File: src/rtl/menu_nav_ctrl_if.sv
// Front-panel menu bus: key pulses in, menu position and field banks out.
// master = key source / display side, slave = menu_nav_ctrl.
interface menu_nav_ctrl_if #(
  parameter int unsigned N_FIELDS = 4,
  parameter int unsigned FIELD_W  = 2,
  parameter int unsigned ITEM_W   = 2,
  parameter int unsigned FIDX_W   = 3
);
  logic                        left;
  logic                        right;
  logic                        up;
  logic                        down;
  logic                        confirm;
  logic                        quit;
  logic [1:0]                  level;
  logic [ITEM_W-1:0]           item_sel;
  logic [FIDX_W-1:0]           field_sel;
  logic [N_FIELDS*FIELD_W-1:0] field_vals;
  logic [N_FIELDS*FIELD_W-1:0] applied_vals;
  logic                        apply_pulse;
  logic                        running;

  modport master (
    output left, right, up, down, confirm, quit,
    input  level, item_sel, field_sel, field_vals, applied_vals, apply_pulse, running
  );

  modport slave (
    input  left, right, up, down, confirm, quit,
    output level, item_sel, field_sel, field_vals, applied_vals, apply_pulse, running
  );
endinterface

File: src/rtl/menu_nav_ctrl.sv
// Three-level front-panel menu (MENU -> EDIT -> RUN) with edit and committed field banks.
// Optional macro MENU_KEEP_FIELDS_EN keeps one field bank per top item across MENU visits.
module menu_nav_ctrl #(
  parameter int unsigned N_ITEMS   = 3,
  parameter int unsigned N_FIELDS  = 4,
  parameter int unsigned FIELD_W   = 2,
  parameter int unsigned FIELD_MAX = 3,
  parameter int unsigned ITEM_W    = 2,
  parameter int unsigned FIDX_W    = 3
) (
  input logic             clk,
  input logic             rst_n,
  menu_nav_ctrl_if.slave  bus
);

  localparam int unsigned VALS_W = N_FIELDS * FIELD_W;
  localparam logic [FIELD_W-1:0] FMAX      = FIELD_W'(FIELD_MAX);
  localparam logic [ITEM_W-1:0]  LAST_ITEM = ITEM_W'(N_ITEMS - 1);
  localparam logic [FIDX_W-1:0]  APPLY_ROW = FIDX_W'(N_FIELDS);

  if (FIELD_MAX > (2 ** FIELD_W) - 1) begin : g_bad_field_max
    $error("FIELD_MAX does not fit in FIELD_W bits");
  end
  if (N_ITEMS < 2) begin : g_bad_n_items
    $error("N_ITEMS must be at least 2");
  end

  typedef enum logic [1:0] {StMenu = 2'd0, StEdit = 2'd1, StRun = 2'd2} state_e;
  typedef enum logic [2:0] {
    KeyNone, KeyQuit, KeyConfirm, KeyUp, KeyDown, KeyLeft, KeyRight
  } key_e;

  state_e              state_q, state_d;
  key_e                key;
  logic [ITEM_W-1:0]   item_q, item_d;
  logic [FIDX_W-1:0]   fsel_q, fsel_d;
  logic [VALS_W-1:0]   field_q, field_d;
  logic [VALS_W-1:0]   applied_q, applied_d;
  logic                pulse_q, pulse_d;
  logic                run_q, run_d;
`ifdef MENU_KEEP_FIELDS_EN
  logic [VALS_W-1:0]   bank_q [N_ITEMS];
  logic [VALS_W-1:0]   bank_d [N_ITEMS];
`endif

  function automatic logic [FIELD_W-1:0] step_val(input logic [FIELD_W-1:0] v, input logic inc);
    if (inc) return (v == FMAX) ? '0 : v + 1'b1;
    else     return (v == '0) ? FMAX : v - 1'b1;
  endfunction

  // Reduce simultaneous key pulses to the single highest-priority key; opposing pairs cancel.
  always_comb begin
    key = KeyNone;
    if (bus.quit)                     key = KeyQuit;
    else if (bus.confirm)             key = KeyConfirm;
    else if (bus.up ^ bus.down)       key = bus.up ? KeyUp : KeyDown;
    else if (bus.left ^ bus.right)    key = bus.left ? KeyLeft : KeyRight;
  end

  // Next-state and register updates for the menu FSM.
  always_comb begin
    state_d   = state_q;
    item_d    = item_q;
    fsel_d    = fsel_q;
    field_d   = field_q;
    applied_d = applied_q;
    pulse_d   = 1'b0;
`ifdef MENU_KEEP_FIELDS_EN
    bank_d    = bank_q;
`endif
    unique case (state_q)
      StMenu: begin
        case (key)
          KeyLeft:  item_d = (item_q == '0) ? LAST_ITEM : item_q - 1'b1;
          KeyRight: item_d = (item_q == LAST_ITEM) ? '0 : item_q + 1'b1;
          KeyConfirm: begin
            state_d = StEdit;
            fsel_d  = '0;
`ifdef MENU_KEEP_FIELDS_EN
            for (int unsigned i = 0; i < N_ITEMS; i++) begin
              if (item_q == ITEM_W'(i)) field_d = bank_q[i];
            end
`endif
          end
          default: ;
        endcase
      end
      StEdit, StRun: begin
        case (key)
          KeyUp:   fsel_d = (fsel_q == '0) ? APPLY_ROW : fsel_q - 1'b1;
          KeyDown: fsel_d = (fsel_q == APPLY_ROW) ? '0 : fsel_q + 1'b1;
          KeyLeft, KeyRight: begin
            // Apply row never matches a field index, so it is left untouched.
            for (int unsigned k = 0; k < N_FIELDS; k++) begin
              if (fsel_q == FIDX_W'(k)) begin
                field_d[k*FIELD_W +: FIELD_W] =
                  step_val(field_q[k*FIELD_W +: FIELD_W], key == KeyRight);
              end
            end
          end
          KeyConfirm: begin
            if (fsel_q == APPLY_ROW) begin
              applied_d = field_q;
              pulse_d   = 1'b1;
              state_d   = StRun;
            end
          end
          KeyQuit: begin
            applied_d = '0;
            if (state_q == StRun) begin
              state_d = StEdit;
            end else begin
              state_d = StMenu;
              fsel_d  = '0;
`ifdef MENU_KEEP_FIELDS_EN
              for (int unsigned i = 0; i < N_ITEMS; i++) begin
                if (item_q == ITEM_W'(i)) bank_d[i] = field_q;
              end
`else
              field_d = '0;
`endif
            end
          end
          default: ;
        endcase
      end
      default: begin
        // Illegal encoding: recover to reset values.
        state_d   = StMenu;
        item_d    = '0;
        fsel_d    = '0;
        field_d   = '0;
        applied_d = '0;
`ifdef MENU_KEEP_FIELDS_EN
        for (int unsigned i = 0; i < N_ITEMS; i++) bank_d[i] = '0;
`endif
      end
    endcase
    run_d = (state_d == StRun);
  end

  // State and output registers.
  always_ff @(posedge clk or negedge rst_n) begin
    if (!rst_n) begin
      state_q   <= StMenu;
      item_q    <= '0;
      fsel_q    <= '0;
      field_q   <= '0;
      applied_q <= '0;
      pulse_q   <= 1'b0;
      run_q     <= 1'b0;
    end else begin
      state_q   <= state_d;
      item_q    <= item_d;
      fsel_q    <= fsel_d;
      field_q   <= field_d;
      applied_q <= applied_d;
      pulse_q   <= pulse_d;
      run_q     <= run_d;
    end
  end

`ifdef MENU_KEEP_FIELDS_EN
  // Per-item saved field banks.
  always_ff @(posedge clk or negedge rst_n) begin
    if (!rst_n) begin
      for (int unsigned i = 0; i < N_ITEMS; i++) bank_q[i] <= '0;
    end else begin
      bank_q <= bank_d;
    end
  end
`endif

  assign bus.level        = state_q;
  assign bus.item_sel     = item_q;
  assign bus.field_sel    = fsel_q;
  assign bus.field_vals   = field_q;
  assign bus.applied_vals = applied_q;
  assign bus.apply_pulse  = pulse_q;
  assign bus.running      = run_q;

endmodule

File: src/flat_wrapper.sv
// flat-port wrapper written by rule: the top's interface ports become plain ports
module menu_nav_ctrl_flat 
#(
  parameter int unsigned N_ITEMS   = 3,
  parameter int unsigned N_FIELDS  = 4,
  parameter int unsigned FIELD_W   = 2,
  parameter int unsigned FIELD_MAX = 3,
  parameter int unsigned ITEM_W    = 2,
  parameter int unsigned FIDX_W    = 3
)
  (clk, rst_n, bus_left, bus_right, bus_up, bus_down, bus_confirm, bus_quit, bus_level, bus_item_sel, bus_field_sel, bus_field_vals, bus_applied_vals, bus_apply_pulse, bus_running);
  menu_nav_ctrl_if #(.N_FIELDS(N_FIELDS), .FIELD_W(FIELD_W), .ITEM_W(ITEM_W), .FIDX_W(FIDX_W)) bus_i ();
  input logic clk;
  input logic rst_n;
  input wire logic [$bits(bus_i.left)-1:0] bus_left;
  input wire logic [$bits(bus_i.right)-1:0] bus_right;
  input wire logic [$bits(bus_i.up)-1:0] bus_up;
  input wire logic [$bits(bus_i.down)-1:0] bus_down;
  input wire logic [$bits(bus_i.confirm)-1:0] bus_confirm;
  input wire logic [$bits(bus_i.quit)-1:0] bus_quit;
  output wire logic [$bits(bus_i.level)-1:0] bus_level;
  output wire logic [$bits(bus_i.item_sel)-1:0] bus_item_sel;
  output wire logic [$bits(bus_i.field_sel)-1:0] bus_field_sel;
  output wire logic [$bits(bus_i.field_vals)-1:0] bus_field_vals;
  output wire logic [$bits(bus_i.applied_vals)-1:0] bus_applied_vals;
  output wire logic [$bits(bus_i.apply_pulse)-1:0] bus_apply_pulse;
  output wire logic [$bits(bus_i.running)-1:0] bus_running;
  assign bus_i.left = bus_left;
  assign bus_i.right = bus_right;
  assign bus_i.up = bus_up;
  assign bus_i.down = bus_down;
  assign bus_i.confirm = bus_confirm;
  assign bus_i.quit = bus_quit;
  assign bus_level = bus_i.level;
  assign bus_item_sel = bus_i.item_sel;
  assign bus_field_sel = bus_i.field_sel;
  assign bus_field_vals = bus_i.field_vals;
  assign bus_applied_vals = bus_i.applied_vals;
  assign bus_apply_pulse = bus_i.apply_pulse;
  assign bus_running = bus_i.running;
  menu_nav_ctrl #(.N_ITEMS(N_ITEMS), .N_FIELDS(N_FIELDS), .FIELD_W(FIELD_W), .FIELD_MAX(FIELD_MAX), .ITEM_W(ITEM_W), .FIDX_W(FIDX_W)) u_core (.clk(clk), .rst_n(rst_n), .bus(bus_i));
endmodule
File: config.mk
export PLATFORM = sky130hd
export DESIGN_NAME = menu_nav_ctrl_flat
export DESIGN_NICKNAME = d
export VERILOG_FILES = /design/src/rtl/menu_nav_ctrl_if.sv /design/src/rtl/menu_nav_ctrl.sv /design/src/flat_wrapper.sv
export SDC_FILE = /design/constraint.sdc
export NUM_CORES = 1
export LEC_CHECK = 0
export ABC_AREA = 1
export CAP_MARGIN = 20
export CORE_AREA = 2 2 63 65
export CTS_CLUSTER_SIZE = 14
export DETAILED_ROUTE_END_ITERATION = 10
export DIE_AREA = 0 0 65 67
export HOLD_SLACK_MARGIN = 0.1
export PLACE_DENSITY_LB_ADDON = 0.25
export SLEW_MARGIN = 20
export SYNTH_ARGS = -nofsm -noshare
export SYNTH_HDL_FRONTEND = slang
export SYNTH_SLANG_ARGS = --single-unit
File: constraint.sdc
create_clock -name clk -period 2.69 [get_ports clk]
set_input_delay 0.538 -clock clk [delete_from_list [all_inputs] [get_ports clk]]
set_output_delay 0.538 -clock clk [all_outputs]
set_load 0.02 [all_outputs]
# --- After elaboration in Yosys (flattened, before gate mapping) ---
# Cells that the tools add are included.
totals:
  inputBits: 8
  word_cells: 117
  ff_bits: 25
op_classes:
  n_mux: 46
  n_bitwise: 4
  add_sub_neg: 12
  reduce_logical: 16
  n_eq_ne: 29
op_table:
  columns: ["cell", "n"]
  rows:
  - ["one-hot mux 8 bit (2 select lines)", 4]
  - ["2-to-1 mux 2 bit", 21]
  - ["2-to-1 mux 3 bit", 9]
  - ["inequality test 3 x 2 -> 1 bit (second input constant)", 7]
  - ["2-to-1 mux 8 bit", 2]
  - ["one-hot mux 2 bit (2 select lines)", 4]
  - ["AND reduction 4 bit", 4]
  - ["equality test 2 bit (second input constant)", 7]
  - ["equality test 3 x 2 -> 1 bit (second input constant)", 4]
  - ["equality test 3 bit (second input constant)", 4]
  - ["logical NOT 2 bit", 6]
  - ["adder 2 x 1 -> 2 bit (second input constant)", 5]
  - ["subtractor 2 x 1 -> 2 bit (second input constant)", 5]
  - ["one-hot mux 3 bit (3 select lines)", 1]
  - ["equality test 3 x 1 -> 1 bit (second input constant)", 2]
  - ["one-hot mux 3 bit (2 select lines)", 1]
  - ["AND reduction 3 bit", 2]
  - ["2-to-1 mux 1 bit", 4]
  - ["inequality test 4 x 3 -> 1 bit (second input constant)", 1]
  - ["OR reduction 2 bit", 2]
  - ["adder 3 x 1 -> 3 bit (second input constant)", 1]
  - ["logical NOT 3 bit", 1]
  - ["inequality test 3 x 1 -> 1 bit (second input constant)", 1]
  - ["inequality test 3 bit (second input constant)", 1]
  - ["6 further kinds", 8]

# --- Depth between registers and ports, before layout ---
depth:
  word_depth: 10
  ltp_mapped: 14

# --- Worst setup path before layout ---
# No wires, ideal clock.
synth_timing:
  kind: "input -> register"
  start: "input bus_right"
  end: "register u_core.applied_q[0], in the netlist u_core.bus.applied_vals[0]"
  t_required_ps: 2572
  t_arrival_ps: 1912
  stages: 13
  path_buffers: 1
  slack_ps: 661
  setup_ps: 118
  cell_sequence: "inv_1 > ha_1 > a21boi_1 > nor2_4 > nor2_4 > nand2_4 > nand2_8 > inv_8 > nand2_8 > nand2_8 > buf_12 > nand2_4 > o21ai_2"
synth_between:
  elab_chain_cells: 8
synth_lines:
  columns: ["element", "line", "rtl"]
  rows:
  - ["start: declaration", "flat_wrapper.sv:16", "input wire logic [$bits(bus_i.right)-1:0] bus_right;"]
  - ["XOR 1 bit *", "menu_nav_ctrl.sv:57", "else if (bus.left ^ bus.right) key = bus.left ? KeyLeft : KeyRight;"]
  - ["2-to-1 mux 3 bit *", "menu_nav_ctrl.sv:57", null]
  - ["2-to-1 mux 3 bit *", "menu_nav_ctrl.sv:56", "else if (bus.up ^ bus.down) key = bus.up ? KeyUp : KeyDown;"]
  - ["2-to-1 mux 3 bit *", "menu_nav_ctrl.sv:55", "else if (bus.confirm) key = KeyConfirm;"]
  - ["2-to-1 mux 3 bit *", "menu_nav_ctrl.sv:54", "if (bus.quit) key = KeyQuit;"]
  - ["equality test 3 x 1 -> 1 bit or equality test 3 x 2 -> 1 bit (tied branches)", "menu_nav_ctrl.sv:89", "case (key)"]
  - ["one-hot mux 8 bit (2 select lines) or inequality test 3 x 2 -> 1 bit (tied branches)", null, null]
  - ["one-hot mux 8 bit (2 select lines) or AND reduction 3 bit (tied branches)", null, null]
  - ["end signal: assignment", "menu_nav_ctrl.sv:157", "applied_q <= applied_d;"]
  - ["end: declaration", "menu_nav_ctrl.sv:38", "logic [VALS_W-1:0] applied_q, applied_d;"]
# Every way passes the cells marked *; elsewhere a longest branch is shown, timed or not.
# A chain may end at the register's enable or synchronous reset.

# --- Final worst setup path ---
layout_timing:
  start: "input bus_right"
  end: "register u_core.field_q[5], in the netlist u_core.bus.field_vals[5]"
layout_between:
  elab_chain_cells: 10
layout_lines:
  columns: ["element", "line", "rtl"]
  rows:
  - ["XOR 1 bit *", "menu_nav_ctrl.sv:57", null]
  - ["2-to-1 mux 3 bit *", "menu_nav_ctrl.sv:57", null]
  - ["2-to-1 mux 3 bit *", "menu_nav_ctrl.sv:56", null]
  - ["2-to-1 mux 3 bit *", "menu_nav_ctrl.sv:55", null]
  - ["2-to-1 mux 3 bit *", "menu_nav_ctrl.sv:54", null]
  - ["equality test 3 bit", "menu_nav_ctrl.sv:89, menu_nav_ctrl.sv:97", null]
  - ["2-to-1 mux 2 bit", "menu_nav_ctrl.sv:47", "if (inc) return (v == FMAX) ? '0 : v + 1'b1;"]
  - ["2-to-1 mux 2 bit", "menu_nav_ctrl.sv:95", "if (fsel_q == FIDX_W'(k)) begin"]
  - ["one-hot mux 8 bit (2 select lines)", "menu_nav_ctrl.sv:89", null]
  - ["one-hot mux 8 bit (2 select lines)", "menu_nav_ctrl.sv:71", "unique case (state_q)"]
  - ["end signal: assignment", "menu_nav_ctrl.sv:156", "field_q <= field_d;"]
  - ["end: declaration", "menu_nav_ctrl.sv:37", "logic [VALS_W-1:0] field_q, field_d;"]
# Every way passes the cells marked *; elsewhere a longest branch is shown, timed or not. The select of a mux whose other input is x is not followed.

==> impl_metrics.csv <==
group,metric,value,unit
clock_network,numCtsBuffers,3,
global_routing,grt_max_degree,26,
layout,n_antenna_cell,0,
layout,area_growth,20.5,%
min_path,hold_class,"flop to flop",
global_routing,grt_pass1_wl,7.16,mm
power,power_frac_seq,24.9,%
layout,nets,338,
yosys,synth_area,2050,sq um
global_routing,grt_pass1_vias,1669,
die,die_area,4360,sq um
yosys,synth_nets,301,
clock_network,path_clk_slew,90,ps
yosys,yosysTopAreaCell,"dfrtp_1",
sta,slew_violations,0,
sta,rsz0062_at_grt,"false",
worst_setup_path,arrival,2570,ps
yosys,syn_avg_cell_area,7.58,sq um
clock_network,clk_latency,280,ps
drt,postRouteAntennaNets,0,
placement,dp.cells,351,
drt,vias_per_cell,5.03,
yosys,yosysTopAreaCellShare,30.5,%
yosys,synth.distinct_cells,27,
power,switchingPower,1370,uW
clock_network,clock_path_buffers,2,
clock_network,postCtsSetupBuffers,0,
yosys,ys_ff_latch,25,
clock_network,cts_tree,"done",
global_routing,use_met2,37.2,%
yosys,seq_area_frac_synth,30.5,%
placement,post-dp-hpwl,3.14,mm
sta,finalSetupTns,0,ps
clock_network,cts_hold_buf,0,
power,power-per-cell-area,1080,nW/um^2
layout,finalNonFillerCells,355,
placement,portBuffers,32,
placement,place_congestion,0.836,
layout,n_fill_cell,315,
die,die_h,67,um
sta,hold_violations,0,
yosys,synth.area.top_cells,"dfrtp_1, nand2_1, ha_1",
clock_network,post_cts_resized,0,
power,comb_power_share,66.1,%
yosys,syn_inst,271,
worst_setup_path,cp-end-kind,"flop",
yosys,synth_edf_count,0,
run_status,status,"finished, final reports clean",
global_routing,grtUsageMet1,26.3,%
worst_setup_path,r2r_slack,670,ps
layout,post-route-util,68.6,%
drt,routedWlPerCell,11.6,um
sta,setup_viol,0,
sta,worst_slew_pin_slew,539,ps
sta,fin_crit_sh,87.0,%
sta,holdWs,492,ps
die,core_area,3610,sq um
drt,drcViolationCount,0,
worst_setup_path,crit_path_max_fanout,8,
power,switching_share,51.0,%
die,ios,33,
global_routing,globalRoute.totalOverflow,0,
yosys,ys_warn_count,0,
yosys,synth_top_flop_cell,"dfrtp_1",
power,ir_worst_vdd,570,uV
drt,num_vias,1787,
worst_setup_path,crit_type,"input port to flop",
die,placementRows,22,
clock_network,htree_levels,1,
drt,drt-total-wl,4.12,mm
layout,drive_gt1_share,11.7,%
worst_setup_path,cp.required,2920,ps
yosys,synth_common_cells,"nand2_1, inv_1, nand3_1, nor2_1, dfrtp_1",
drt,drtPass1Iterations,4,
drt,drt_iter0_drc,89,
global_routing,grt_util_all_layers,21.1,%
worst_setup_path,start_kind,"input port",
clock_network,cts.sink_count,25,
global_routing,busiest_layer,"met2",
power,p_int,1310,uW
run,drv_cap,0,
clock_network,cts_root_buffer,"clkbuf_8",
sta,period_minus_slack,2340,ps
sta,relSlewSlack,64.1,%
global_routing,grt_use_met3,2.53,%
global_routing,antenna_found_initial,0,
die,start_util,56.9,%
power,leakagePower,0.00124,uW
sta,max_freq,427,MHz
die,die_w,65,um
sta,fin_skew,1.77,ps
power,p_clk_share,8.9,%
yosys,async_flop_share,100,%
yosys,yosysMostFrequentCell,"nand2_1",
flip-flops by register name (all words and copies together), names as in the netlist:
| register | flops |
|---|---|
| u_core.bus.apply_pulse | 1 |
| u_core.bus.running | 1 |
| u_core.bus.field_sel | 3 |
| u_core.bus.level | 2 |
| u_core.bus.item_sel | 2 |
| u_core.bus.field_vals | 8 |
| u_core.bus.applied_vals | 8 |
kinds of logic after synthesis:
| logic type | Yosys count | share of synthesized area (%) |
|---|---|---|
| AOI/OAI and AO/OA | 28 | 9.57 |
| xor gates and xnor gates | 1 | 0.427 |
| buffers and inverters | 41 | 8.78 |
| adders and majority gates | 22 | 13.4 |
| DFF | 25 | 30.5 |
| and+or+nand+nor | 154 | 37.4 |
path summary, 6_finish.rpt:
kind	to	from	depth (start not counted)
setup reg to reg	u_core.bus.field_sel[1]$_DFFE_PN0P_	u_core.bus.level[1]$_DFF_PN0_	9
hold / removal	u_core.bus.applied_vals[5]$_DFFE_PN0P_	u_core.bus.applied_vals[5]$_DFFE_PN0P_	2
hold reg to reg	u_core.bus.applied_vals[5]$_DFFE_PN0P_	u_core.bus.applied_vals[5]$_DFFE_PN0P_	2
min in group asynchronous	u_core.bus.field_sel[1]$_DFFE_PN0P_	rst_n	2
setup / recovery	u_core.bus.field_vals[5]$_DFFE_PN0P_	bus_right	11
max in group asynchronous	u_core.bus.applied_vals[4]$_DFFE_PN0P_	rst_n	2
routing by layer:
layer	wire, um	up-vias
met1	1950	816
li1	-	932
met4	74	0
met3	122	7
met2	1980	32
met5	0	-
cell type report:
class	count	area (sq um)	area share (%)
inverter	38	150	6.07
clock buffer	3	41.3	1.67
sequential	25	626	25.3
multi-input combinational	205	1250	50.4
tap	48	60.1	2.43
timing repair buffer	35	343	13.9
clock inverter	1	7.51	0.303
worst max-delay path, stage by stage:
cell and delay, ps:
clkdlybuf4s50_1 480, inv_1 50, ha_1 290, a21boi_1 160, nor2_4 200, nand3_2 190
nand2_1 210, nor2_1 90, nor2_4 180, nand3_1 100, nand2_1 80
cells in the final DEF, fill, tap and decap left out:
master / netlist / final
nor3_1: 1 / 1
nand2_8: 3 / 3
a21oi_4: 1 / 1
o211ai_1: 1 / 1
buf_4: 0 / 3
xor2_1: 1 / 1
inv_8: 1 / 1
nor2_4: 3 / 3
o21ai_1: 2 / 2
nand3_1: 29 / 29
a21oi_1: 3 / 3
inv_1: 36 / 36
ha_1: 22 / 22
nand3_2: 3 / 3
o21ai_0: 8 / 8
clkdlybuf4s50_1: 0 / 32
o21bai_1: 4 / 4
nand4_1: 3 / 3
nand2_1: 75 / 75
nand3_4: 1 / 1
inv_2: 1 / 1
dfrtp_1: 25 / 25
nand2_2: 4 / 4
clkinvlp_4: 0 / 1
o21ai_2: 8 / 8
nor2_1: 28 / 28
nand2_4: 4 / 4
a21boi_1: 1 / 1
clkbuf_8: 0 / 3
power groups by stage:
stage               Sequential, uW  Clock, uW  Combinational, uW
global route                   690        261               1980
finish                         668        239               1770
floorplan                      815          0               1170
global placement               670          0               1750
CTS                            670        242               1790
detailed placement             677          0               1770
stage by stage:
step	cell area [sq um]	setup slack, ps	power, uW
after floorplan	2050	661	1980
after global placement	2430	86.3	2420
after detailed placement	2430	58.7	2450
after CTS	2470	357	2700
after global routing	2470	144	2930
final	2470	350	2680
No activity file was read; power rests on OpenSTA's default activity.
